### config.mk
export PLATFORM = sky130hd
export DESIGN_NAME = song_feeder
export DESIGN_NICKNAME = d
export VERILOG_FILES = /design/src/rtl/song_feeder.sv
export SDC_FILE = /design/constraint.sdc
export NUM_CORES = 1
export LEC_CHECK = 0
export CORE_UTILIZATION = 30
export DETAILED_ROUTE_END_ITERATION = 12
export PLACE_DENSITY = 0.6
export SLEW_MARGIN = 25
export SYNTH_ARGS = -nofsm -noshare
export SYNTH_HDL_FRONTEND = slang
export SYNTH_SLANG_ARGS = --single-unit
export TNS_END_PERCENT = 10
### constraint.sdc
create_clock -name clk -period 4.2 [get_ports clk]
set_clock_uncertainty 0.05 [all_clocks]
set_input_delay 0.84 -clock clk [delete_from_list [all_inputs] [get_ports clk]]
set_output_delay 0.84 -clock clk [all_outputs]
set_load 0.1 [all_outputs]
### src/rtl/song_feeder.sv
// song_feeder: plays a song held in a synchronous ROM. Each ROM word is
// {duration, note word}. Every note word is shown on data_out with
// output_ready, and is held for duration * TICK_DIV enabled clock cycles.
// A zero duration marks the end of the song.
//
// Optional feature: define SONG_FEEDER_LOOP_EN to restart the song from
// address 0 after each end marker or address wrap, until stop is pulsed.
//
// Ports:
//   clk          system clock
//   rst          asynchronous, active-high reset
//   start        one-cycle pulse; begins playback at address 0 (ignored while busy)
//   stop         one-cycle pulse; aborts playback (beats start)
//   read_en      consumer enable; low pauses playback while a note is held
//   rom_addr     ROM read address
//   rom_data     ROM word, valid one cycle after rom_addr
//   data_out     current note word ([1:0] octave shift, [9:2] note enables)
//   output_ready data_out valid
//   busy         playback in progress
//   done         one-cycle pulse at song end
module song_feeder #(
  parameter int unsigned ADDR_W   = 8,
  parameter int unsigned DUR_W    = 6,
  parameter int unsigned TICK_DIV = 100000
) (
  input  logic              clk,
  input  logic              rst,
  input  logic              start,
  input  logic              stop,
  input  logic              read_en,
  output logic [ADDR_W-1:0] rom_addr,
  input  logic [DUR_W+9:0]  rom_data,
  output logic [9:0]        data_out,
  output logic              output_ready,
  output logic              busy,
  output logic              done
);

  localparam int unsigned TickW = (TICK_DIV > 1) ? $clog2(TICK_DIV) : 1;
  localparam logic [TickW-1:0] TickLast = TickW'(TICK_DIV - 1);

  typedef enum logic [2:0] {StIdle, StFetch, StLoad, StHold, StEnd} state_e;

  state_e           state_q;
  logic [TickW-1:0] tick_q;
  logic [DUR_W-1:0] dur_q;
  logic [9:0]       note_q;
  logic             ready_q;
`ifdef SONG_FEEDER_LOOP_EN
  // Set once a real note has been loaded in the current pass; an empty song
  // must not loop forever.
  logic             played_q;
`endif

  logic [DUR_W-1:0] rom_dur;
  logic             paused;
  logic             note_over;
  logic             finish;

  assign rom_dur   = rom_data[DUR_W+9:10];
  assign paused    = (state_q == StHold) && !read_en;
  assign note_over = (state_q == StHold) && read_en && (tick_q == TickLast) && (dur_q == '0);

  // End of song: an end marker in the ROM, or the last address has finished
  // playing (the address never wraps back to 0 on its own).
  assign finish = ((state_q == StLoad) && (rom_dur == '0)) ||
                  (note_over && (rom_addr == '1));

  // A pause blanks the outputs in the same cycle, and they come back as soon
  // as read_en returns, so the gating is combinational on top of the registers.
  assign data_out     = paused ? '0 : note_q;
  assign output_ready = ready_q && !paused;

  always_ff @(posedge clk or posedge rst) begin
    if (rst) begin
      state_q  <= StIdle;
      tick_q   <= '0;
      dur_q    <= '0;
      note_q   <= '0;
      ready_q  <= 1'b0;
      rom_addr <= '0;
      busy     <= 1'b0;
      done     <= 1'b0;
`ifdef SONG_FEEDER_LOOP_EN
      played_q <= 1'b0;
`endif
    end else begin
      done <= 1'b0;
      if (stop && (state_q != StIdle)) begin
        state_q  <= StIdle;
        tick_q   <= '0;
        dur_q    <= '0;
        note_q   <= '0;
        ready_q  <= 1'b0;
        rom_addr <= '0;
        busy     <= 1'b0;
      end else if (finish) begin
        done     <= 1'b1;
        rom_addr <= '0;
        tick_q   <= '0;
        dur_q    <= '0;
`ifdef SONG_FEEDER_LOOP_EN
        if (played_q) begin
          // Restart without dropping busy/output_ready; the old note stays
          // visible through the refetch of entry 0.
          state_q  <= StFetch;
          played_q <= 1'b0;
        end else begin
          state_q <= StEnd;
          busy    <= 1'b0;
          ready_q <= 1'b0;
          note_q  <= '0;
        end
`else
        state_q <= StEnd;
        busy    <= 1'b0;
        ready_q <= 1'b0;
        note_q  <= '0;
`endif
      end else begin
        unique case (state_q)
          StIdle: begin
            if (start && !stop) begin
              state_q  <= StFetch;
              rom_addr <= '0;
              busy     <= 1'b1;
`ifdef SONG_FEEDER_LOOP_EN
              played_q <= 1'b0;
`endif
            end
          end
          // ROM latency: address presented, word arrives next cycle.
          StFetch: state_q <= StLoad;
          StLoad: begin
            // Zero duration was already diverted by finish.
            note_q  <= rom_data[9:0];
            ready_q <= 1'b1;
            dur_q   <= rom_dur - 1'b1;
            tick_q  <= '0;
            state_q <= StHold;
`ifdef SONG_FEEDER_LOOP_EN
            played_q <= 1'b1;
`endif
          end
          StHold: begin
            if (read_en) begin
              if (tick_q == TickLast) begin
                tick_q <= '0;
                if (dur_q == '0) begin
                  // Old note stays on data_out through FETCH/LOAD.
                  rom_addr <= rom_addr + 1'b1;
                  state_q  <= StFetch;
                end else begin
                  dur_q <= dur_q - 1'b1;
                end
              end else begin
                tick_q <= tick_q + 1'b1;
              end
            end
          end
          StEnd:   state_q <= StIdle;
          default: state_q <= StIdle;
        endcase
      end
    end
  end

endmodule

==> impl_metrics.yaml, run 1 <==
routing:
  vias: 2394
  wl_per_cell_microns: 13.62
  post_drt_via_cell_ratio: 5.171
  drtIter0Drc: 154
  antenna_left: 0
  drc: 0
  drtPass1Iterations: 4
  wl_microns: 6308
clock_tree:
  htreeDepth: 2
  clock_latency_ns: 0.30
  cts.sinks: 47
  cts.repair.resized: 0
  clk_pin_slew_worst_paths_ns: 0.08
  cts_buffer_depth: 2
  cts-root-buf: "clkbuf_8"
  tritoncts: "done"
  post_cts_buffers: 0
  cts_buffers: 5
  cts-hold-fix-buffers: 0
setup_path:
  worstPathRequired_ns: 3.31
  cp.arrival_ns: 2.26
  critical_path.cell_chain: "clkdlybuf4s50_1, nor2_1, nor2b_1, buf_4"
  path_class: "in2out"
  cp.buffers_inverters: 2
  r2r_slack_ns: 1.57
  cp_slowest_stage_delay_ns: 0.59
  end_kind: "output pin"
  crit_fanout: 11
  cp-start-kind: "input port"
  cpLargestDelayFamily: "buffers and inverters"
  cp_slowest_cell: "nor2_1"
global_route:
  grt_max_degree: 48
  grt_pass1_vias: 2310
  grt_remaining_overflow: 0
  grt_use_total_pct: 14.00
  grt_pass1_wl_microns: 10940
  grt_antenna_before_repair: 0
timing:
  setup_violations: 0
  fin_crit_ns: 3.154
  slew_viol_final: 0
  rsz0062_at_grt: "false"
  max-slew-margin-rel_pct: 35.07
  setup_slack_ns: 1.046
  tns_ns: 0
  finalCritPeriodShare_pct: 75.10
  fmaxAchievable_ghz: 0.3170
  worst_slew_pin_slew_ns: 0.9709
  finalHoldViolCount: 0
placement:
  dpl.hpwl_microns: 4468
  placed_area_sq_mm: 0.003171
  io_buffers: 41
  pre_cts_ws_ns: 0.9913
  placed_cells: 455
  place_congestion: 0.8119
synthesis:
  seq_area_frac_synth_pct: 43.50
  synth.cell_area_sq_mm: 0.002704
  ys.flop_type: "dfrtp_1"
  syn_inst: 317
  yosysWarnings: 0
  synth_compound_area_share_pct: 17.77
  synth.area.mux_share_pct: 1.481
  avgSynthCellArea_sq_um: 8.529
  synth.distinct_cells: 56
  synth_edf_count: 0
  yosys.area_share.simple_pct: 31.05
  async_reset_ff_share_pct: 100.0
  syn_nets: 341
  synthAdderAreaFrac_pct: 1.388
  synthXorXnorAreaFrac_pct: 1.296
  synth_top_family_by_area: "simple AND/OR/NAND/NOR gates"
  synth_seq_cells: 47
status:
  outcome: "finished clean"
floorplanning:
  die_x_microns: 96.94
  fp-row-count: 34
  die_h_microns: 96.94
  coreArea_sq_mm: 0.008721
  num_io_pins: 42
  die-area_sq_mm: 0.009396
  start_util_pct: 31.00
final_layout:
  final-instance-count-excl-fill: 463
  diodes: 0
  nNetsFinal: 378
  drive_gt1_share_pct: 9.577
  design_area_sq_mm: 0.003271
  final_cell_mix: "dfrtp_1 (47), nand2_1 (42), nor2_1 (41), clkdlybuf4s50_1 (30), a21oi_1 (27)"
  layout_commonest_cell: "dfrtp_1"
  syn2layout_area_growth_pct: 20.96
pwr:
  leakage_nw: 1.391
  vdd.ir_drop.worst_v: 0.0004098
  p_per_area_mw_per_mm2: 639.7
flow_run:
  drv_cap: 0
min_path:
  min_path_type: "reg2reg"
-- final timing paths --
path	endpoint	cells past startpoint	startpoint
worst max-delay path	data_out[5]	4	read_en
worst max register to register	note_q[0]	7	tick_q[0]
min in group asynchronous	tick_q[11]	2	rst
worst min-delay path	tick_q[10]	1	tick_q[10]
max in group asynchronous	tick_q[12]	2	rst
worst min register to register	tick_q[10]	1	tick_q[10]
-- area by class of cell --
| cell class | count | area (sq um) |
|---|---|---|
| clock buffer | 8 | 100.1 |
| fill | 879 | 5450 |
| inverter | 5 | 21.27 |
| sequential | 47 | 1176 |
| tap | 108 | 135.1 |
| multi-input combinational | 251 | 1433 |
| timing repair buffer | 44 | 405.4 |
-- flip-flops by register name, indices dropped and copies added (netlist names) --
| name | cells |
|---|---|
| busy | 1 |
| done | 1 |
| dur_q | 6 |
| note_q | 10 |
| ready_q | 1 |
| rom_addr | 8 |
| state_q | 3 |
| tick_q | 17 |
-- synthesized netlist by cell type, types with 3 or more instances --
| cell | count | share of area [%] |
|---|---|---|
| and3_1 | 6 | 1.4 |
| o21ai_1 | 4 | 0.74 |
| o21ai_0 | 17 | 3.1 |
| mux2i_1 | 4 | 1.5 |
| inv_1 | 5 | 0.69 |
| a21oi_1 | 27 | 5.0 |
| nand2b_1 | 7 | 1.6 |
| nor3_1 | 9 | 1.7 |
| nor2b_1 | 14 | 3.2 |
| o2bb2ai_1 | 3 | 0.97 |
| dfrtp_1 | 47 | 43 |
| nand3_1 | 12 | 2.2 |
| o31ai_1 | 3 | 0.83 |
| nor4_1 | 4 | 0.93 |
| xor2_1 | 3 | 0.97 |
| or3_1 | 3 | 0.69 |
| ha_1 | 3 | 1.4 |
| nor2_1 | 41 | 5.7 |
| nand4_1 | 5 | 1.2 |
| a21o_1 | 4 | 1.1 |
| nand2_1 | 42 | 5.8 |
| clkbuf_1 | 9 | 1.2 |
-- power breakdown --
part	internal (mW)	switching [mW]
Combinational	0.318	0.841
Clock	0.151	0.152
Sequential	0.549	0.0822
-- metal layers --
layer | wire [microns] | share of wire, % | global-route usage (%) | vias to the layer above
li1 | - | - | - | 1201
met1 | 3136 | 50 | 18.84 | 1142
met2 | 2889 | 46 | 23.13 | 45
met3 | 212 | 3.4 | 2.240 | 6
met4 | 69 | 1.1 | 4.133 | 0
met5 | 0 | 0 | 0 | -
-- cells by family (layout without fill, tap and decap cells) --
family | after synthesis | in the layout
compound gates | 77 | 77
flops | 47 | 47
xor+xnor | 4 | 4
fa+ha+maj | 3 | 3
mux | 4 | 4
buf+inv | 19 | 57
simple gates | 163 | 163
-- through the flow --
stage	power [mW]	utilization [%]	hold slack, ns
floorplan	1.579	-	0.4083
global placement	1.798	36.33	0.4422
detailed placement	1.799	36.36	0.4481
CTS	2.112	37.50	0.4639
global route	2.232	37.50	0.4960
finish	2.092	37.50	0.4643
Note: power is estimated with default switching activity, not from simulation.
==> run 2: changes to the inputs <==
clock period = 3.2 ns   (was 4.2 ns; I/O delays follow)
==> impl_metrics.yaml, run 2 (synthesis gave the netlist of run 1 again) <==
status:
  outcome: "finished clean"
pwr:
  p_switching_mw: 1.454
  p_int_mw: 1.473
  swShare_pct: 49.68
  vdd.ir_drop.worst_v: 0.0005044
  finalPower_mw: 2.927
  p_per_area_mw_per_mm2: 863.3
  pwr-share-clk_pct: 11.3
  comb_power_share_pct: 60.2
  seqPwrFrac_pct: 28.5
  leakage_nw: 1.457
floorplanning:
  fp-row-count: 34
  coreArea_sq_mm: 0.008721
  die_x_microns: 96.94
  die-area_sq_mm: 0.009396
  die_h_microns: 96.94
  num_io_pins: 42
  start_util_pct: 31.00
setup_path:
  r2r_slack_ns: 0.60
  cp.arrival_ns: 2.24
  r2r_cells: 7
  worstPathRequired_ns: 2.51
  r2r_end: "rom_addr[4]"
  r2r-start: "tick_q[0]"
  critPathCapture: "data_out[7]"
  crit_path_start: "state_q[2]"
  cp-start-kind: "flop"
  crit_fanout: 13
  path_class: "reg2out"
  end_kind: "output pin"
final_layout:
  nNetsFinal: 383
  diodes: 0
  top_register: "tick_q"
  drive_gt1_share_pct: 13.13
  regArea_sq_mm: 0.001176
  nFillCells: 873
  syn2layout_area_growth_pct: 25.40
  final_cell_mix: "dfrtp_1 (47), nand2_1 (42), nor2_1 (41), a21oi_1 (27), clkdlybuf4s50_1 (20)"
  multi_input_area_sq_mm: 0.001433
  largest_register_ffs: 17
  largest_registers: "tick_q (17), note_q (10), rom_addr (8)"
  layout_commonest_cell: "dfrtp_1"
placement:
  place_congestion: 0.8837
  io_buffers: 41
  dpl.hpwl_microns: 4732
clock_tree:
  cts.repair.resized: 0
  cts_buffer_depth: 2
  tritoncts: "done"
  htreeDepth: 2
  clock_latency_ns: 0.30
  cts-root-buf: "clkbuf_8"
  post_cts_buffers: 0
  cts_buffers: 5
  cts-hold-fix-buffers: 0
  clk_pin_slew_worst_paths_ns: 0.08
  cts.sinks: 47
routing:
  antenna_left: 0
  drtIter0Drc: 174
  vias: 2384
  drtPass1Iterations: 4
  wl_microns: 6398
  post_drt_via_cell_ratio: 5.116
  wl_per_cell_microns: 13.73
  drc: 0
timing:
  setup_violations: 0
  rsz0062_at_grt: "false"
  fmaxAchievable_ghz: 0.3413
  worst_slew_pin_slew_ns: 0.7570
  max-slew-margin-rel_pct: 49.35
  fin_crit_ns: 2.930
  finalHoldViolCount: 0
  finalCritPeriodShare_pct: 91.57
  slew_viol_final: 0
  tns_ns: 0
global_route:
  grt_antenna_before_repair: 0
  grt_remaining_overflow: 0
  grt_use_total_pct: 13.87
  grt_max_degree: 27
  grt_pass1_vias: 2223
  grt_pass1_wl_microns: 10810
min_path:
  min_path_type: "reg2reg"
flow_run:
  drv_cap: 0
-- run 2: changes by cell type in the layout (fill, tap and decap cells not counted), sizes merged --
cell and delta:
clkbuf -2, clkdlybuf4s50 -10, buf +15
-- run 2: final cells by class --
type	count	share of cell area, %
Tap cell	108	3.985
Sequential cell	47	34.69
Timing Repair Buffer	49	16.38
Inverter	5	0.5535
Clock buffer	6	2.140
Multi-Input combinational cell	251	42.25
-- run 2: metal layers --
| metal | global-route usage, % | wire length (microns) | up-vias |
|---|---|---|---|
| li1 | - | - | 1214 |
| met1 | 19.13 | 3063 | 1119 |
| met2 | 22.32 | 3035 | 46 |
| met3 | 2.384 | 235 | 5 |
| met4 | 3.904 | 64 | 0 |
| met5 | 0 | 0 | - |
-- run 2: how the worst min path moves through the flow --
stage,from,end,slack [ns],depth (start not counted)
final,note_q[3],note_q[3],0.47,2
after global routing,note_q[8],note_q[8],0.49,2
after CTS,tick_q[10],tick_q[10],0.48,1
after floorplan,ready_q,ready_q,0.41,2
after detailed placement,busy,busy,0.45,2
after global placement,busy,busy,0.45,2
-- run 2: critical path, cell delays in order (launching register included) --
cell      delay [ns]
dfrtp_1         0.48
nand3b_1        0.24
buf_4           0.22
nor2_1          0.59
nor2b_1         0.19
buf_12          0.22
-- run 2: power groups by stage --
stage | Combinational, mW | Clock (mW) | Sequential (mW)
3_3_place_gp | 1.75 | 0 | 0.845
6_report | 1.76 | 0.331 | 0.835
5_1_grt | 1.86 | 0.367 | 0.854
4_1_cts | 1.77 | 0.346 | 0.832
3_5_place_dp | 1.77 | 0 | 0.844
2_1_floorplan | 1.20 | 0 | 0.869
-- run 2: per-stage QoR --
step                      hold WS, ns  std cells  utilization (%)  area, sq um  setup slack [ns]
after detailed placement       0.4475        460            38.05         3318            0.3405
after global placement         0.4464        460            38.05         3318            0.3939
after floorplan                0.4083        317                -         2704          -0.09702
after CTS                      0.4762        466            38.88         3391            0.2711
after global routing           0.4926        466            38.88         3391            0.1036
final                          0.4746        466            38.88         3391            0.2698
==> run 3: changes to the inputs <==
CORE_MARGIN = 2   (was unset)
==> impl_metrics.yaml, run 3 (synthesis gave the netlist of run 1 again) <==
status:
  outcome: "finished clean"
clock_tree:
  tritoncts: "done"
  cts-root-buf: "clkbuf_8"
  cts_buffer_depth: 2
  clock_latency_ns: 0.31
  cts_buffers: 5
  htreeDepth: 2
  cts-hold-fix-buffers: 0
  cts.repair.resized: 0
  post_cts_buffers: 0
  cts.sinks: 47
  clk_pin_slew_worst_paths_ns: 0.08
setup_path:
  r2r-start: "tick_q[0]"
  cp_slowest_cell: "nor2_1"
  r2r_cells: 7
  crit_fanout: 14
  cp.arrival_ns: 2.17
  cp-start-kind: "flop"
  worstPathRequired_ns: 2.51
  cp.buffers_inverters: 2
  cp_slowest_stage_delay_ns: 0.53
  path_class: "reg2out"
  cpLargestDelayFamily: "simple AND/OR/NAND/NOR gates"
  r2r_slack_ns: 0.55
  critical_path.cell_chain: "nand3b_1, buf_4, nor2_1, nor2b_1, buf_12"
  end_kind: "output pin"
  r2r_end: "rom_addr[4]"
floorplanning:
  num_io_pins: 42
  fp-row-count: 34
  coreArea_sq_mm: 0.008721
  die_x_microns: 98.94
  start_util_pct: 31.00
  die_h_microns: 98.94
  die-area_sq_mm: 0.009788
final_layout:
  nFillCells: 865
  final_cell_mix: "dfrtp_1 (47), nand2_1 (42), nor2_1 (41), a21oi_1 (27), clkdlybuf4s50_1 (20)"
  syn2layout_area_growth_pct: 27.49
  regArea_sq_mm: 0.001176
  largest_register_ffs: 17
  layout_commonest_cell: "dfrtp_1"
  drive_gt1_share_pct: 13.65
  post-route-util_pct: 39.53
  multi_input_area_sq_mm: 0.001433
  largest_registers: "tick_q (17), note_q (10), rom_addr (8)"
  diodes: 0
  nNetsFinal: 382
  top_register: "tick_q"
pwr:
  finalPower_mw: 3.121
  p_per_area_mw_per_mm2: 905.4
  comb_power_share_pct: 56.7
  p_int_mw: 1.642
  seqPwrFrac_pct: 26.7
  pwr-share-clk_pct: 16.6
  leakage_nw: 1.479
  p_switching_mw: 1.478
  vdd.ir_drop.worst_v: 0.0005584
  swShare_pct: 47.37
timing:
  fin_crit_ns: 2.863
  finalCritPeriodShare_pct: 89.46
  setup_slack_ns: 0.3373
  setup_violations: 0
  finalHoldViolCount: 0
  max-slew-margin-rel_pct: 54.81
  fmaxAchievable_ghz: 0.3493
  slew_viol_final: 0
  whs_ns: 0.4730
  rsz0062_at_grt: "false"
  worst_slew_pin_slew_ns: 0.6754
routing:
  antenna_left: 0
  wl_per_cell_microns: 14.03
  drtPass1Iterations: 4
  vias: 2402
  post_drt_via_cell_ratio: 5.143
  wl_microns: 6554
  drtIter0Drc: 104
  drc: 0
global_route:
  grt_use_total_pct: 13.93
  grt_antenna_before_repair: 0
  grt_remaining_overflow: 0
  grt_pass1_wl_microns: 11210
  grt_pass1_vias: 2330
  grt_max_degree: 48
placement:
  dpl.hpwl_microns: 4703
  pre_cts_ws_ns: 0.3943
  place_congestion: 0.8944
  io_buffers: 41
flow_run:
  drv_cap: 0
min_path:
  worstHoldPathCells: 2
  min_from: "busy"
  min_to: "busy"
  min_path_type: "reg2reg"
## run 3: changes by cell type in the layout (fill, tap and decap cells not counted), sizes merged
cell      change
bufinv        +2
clkbuf        -1
buf           -1
clkinvlp      +1
## run 3: final cells by class
cell class | count | area share [%]
clock buffers | 5 | 1.996
well taps | 108 | 3.920
flip-flops and latches | 47 | 34.12
clock inverters | 3 | 1.960
inverters | 5 | 0.5445
multi-input cells | 251 | 41.56
repair buffers | 48 | 15.90
## run 3: how the worst max path moves through the flow
stage                       from          end  slack (ns)  depth (start not counted)
CTS                   state_q[2]  data_out[7]        0.30                          5
floorplan             state_q[2]  data_out[0]        -0.1                          6
global placement    rom_data[12]  rom_addr[4]        0.44                          6
global route          state_q[2]  data_out[6]        0.14                          5
finish                state_q[2]  data_out[7]        0.34                          5
detailed placement  rom_data[12]  rom_addr[4]        0.39                          6
## run 3: power groups by stage
stage	logic (mW)	registers (mW)	clock network, mW
after floorplan	1.20	0.869	0
after global placement	1.76	0.847	0
after detailed placement	1.77	0.842	0
after CTS	1.78	0.831	0.538
after global routing	1.88	0.854	0.559
final	1.77	0.834	0.518
## run 3: routing by layer
| layer | up-vias | GRT usage (%) | wire (microns) |
|---|---|---|---|
| met5 | - | 0 | 0 |
| li1 | 1208 | - | - |
| met4 | 0 | 4.004 | 87 |
| met3 | 9 | 2.411 | 172 |
| met2 | 28 | 22.66 | 3126 |
| met1 | 1157 | 19.07 | 3167 |
## run 3: worst min-delay path: cells and delay by family, from the launching register on
family / cells / cell delay, ns
simple gates: 2 / 0.13
flops: 1 / 0.36
## run 3: per-stage QoR
| step | TNS [ns] | cells | area [sq um] |
|---|---|---|---|
| floorplan | -0.9702 | 317 | 2704 |
| CTS | 0 | 467 | 3447 |
| finish | 0 | 467 | 3447 |
| detailed placement | 0 | 459 | 3311 |
| global placement | 0 | 459 | 3311 |
| global route | 0 | 467 | 3447 |
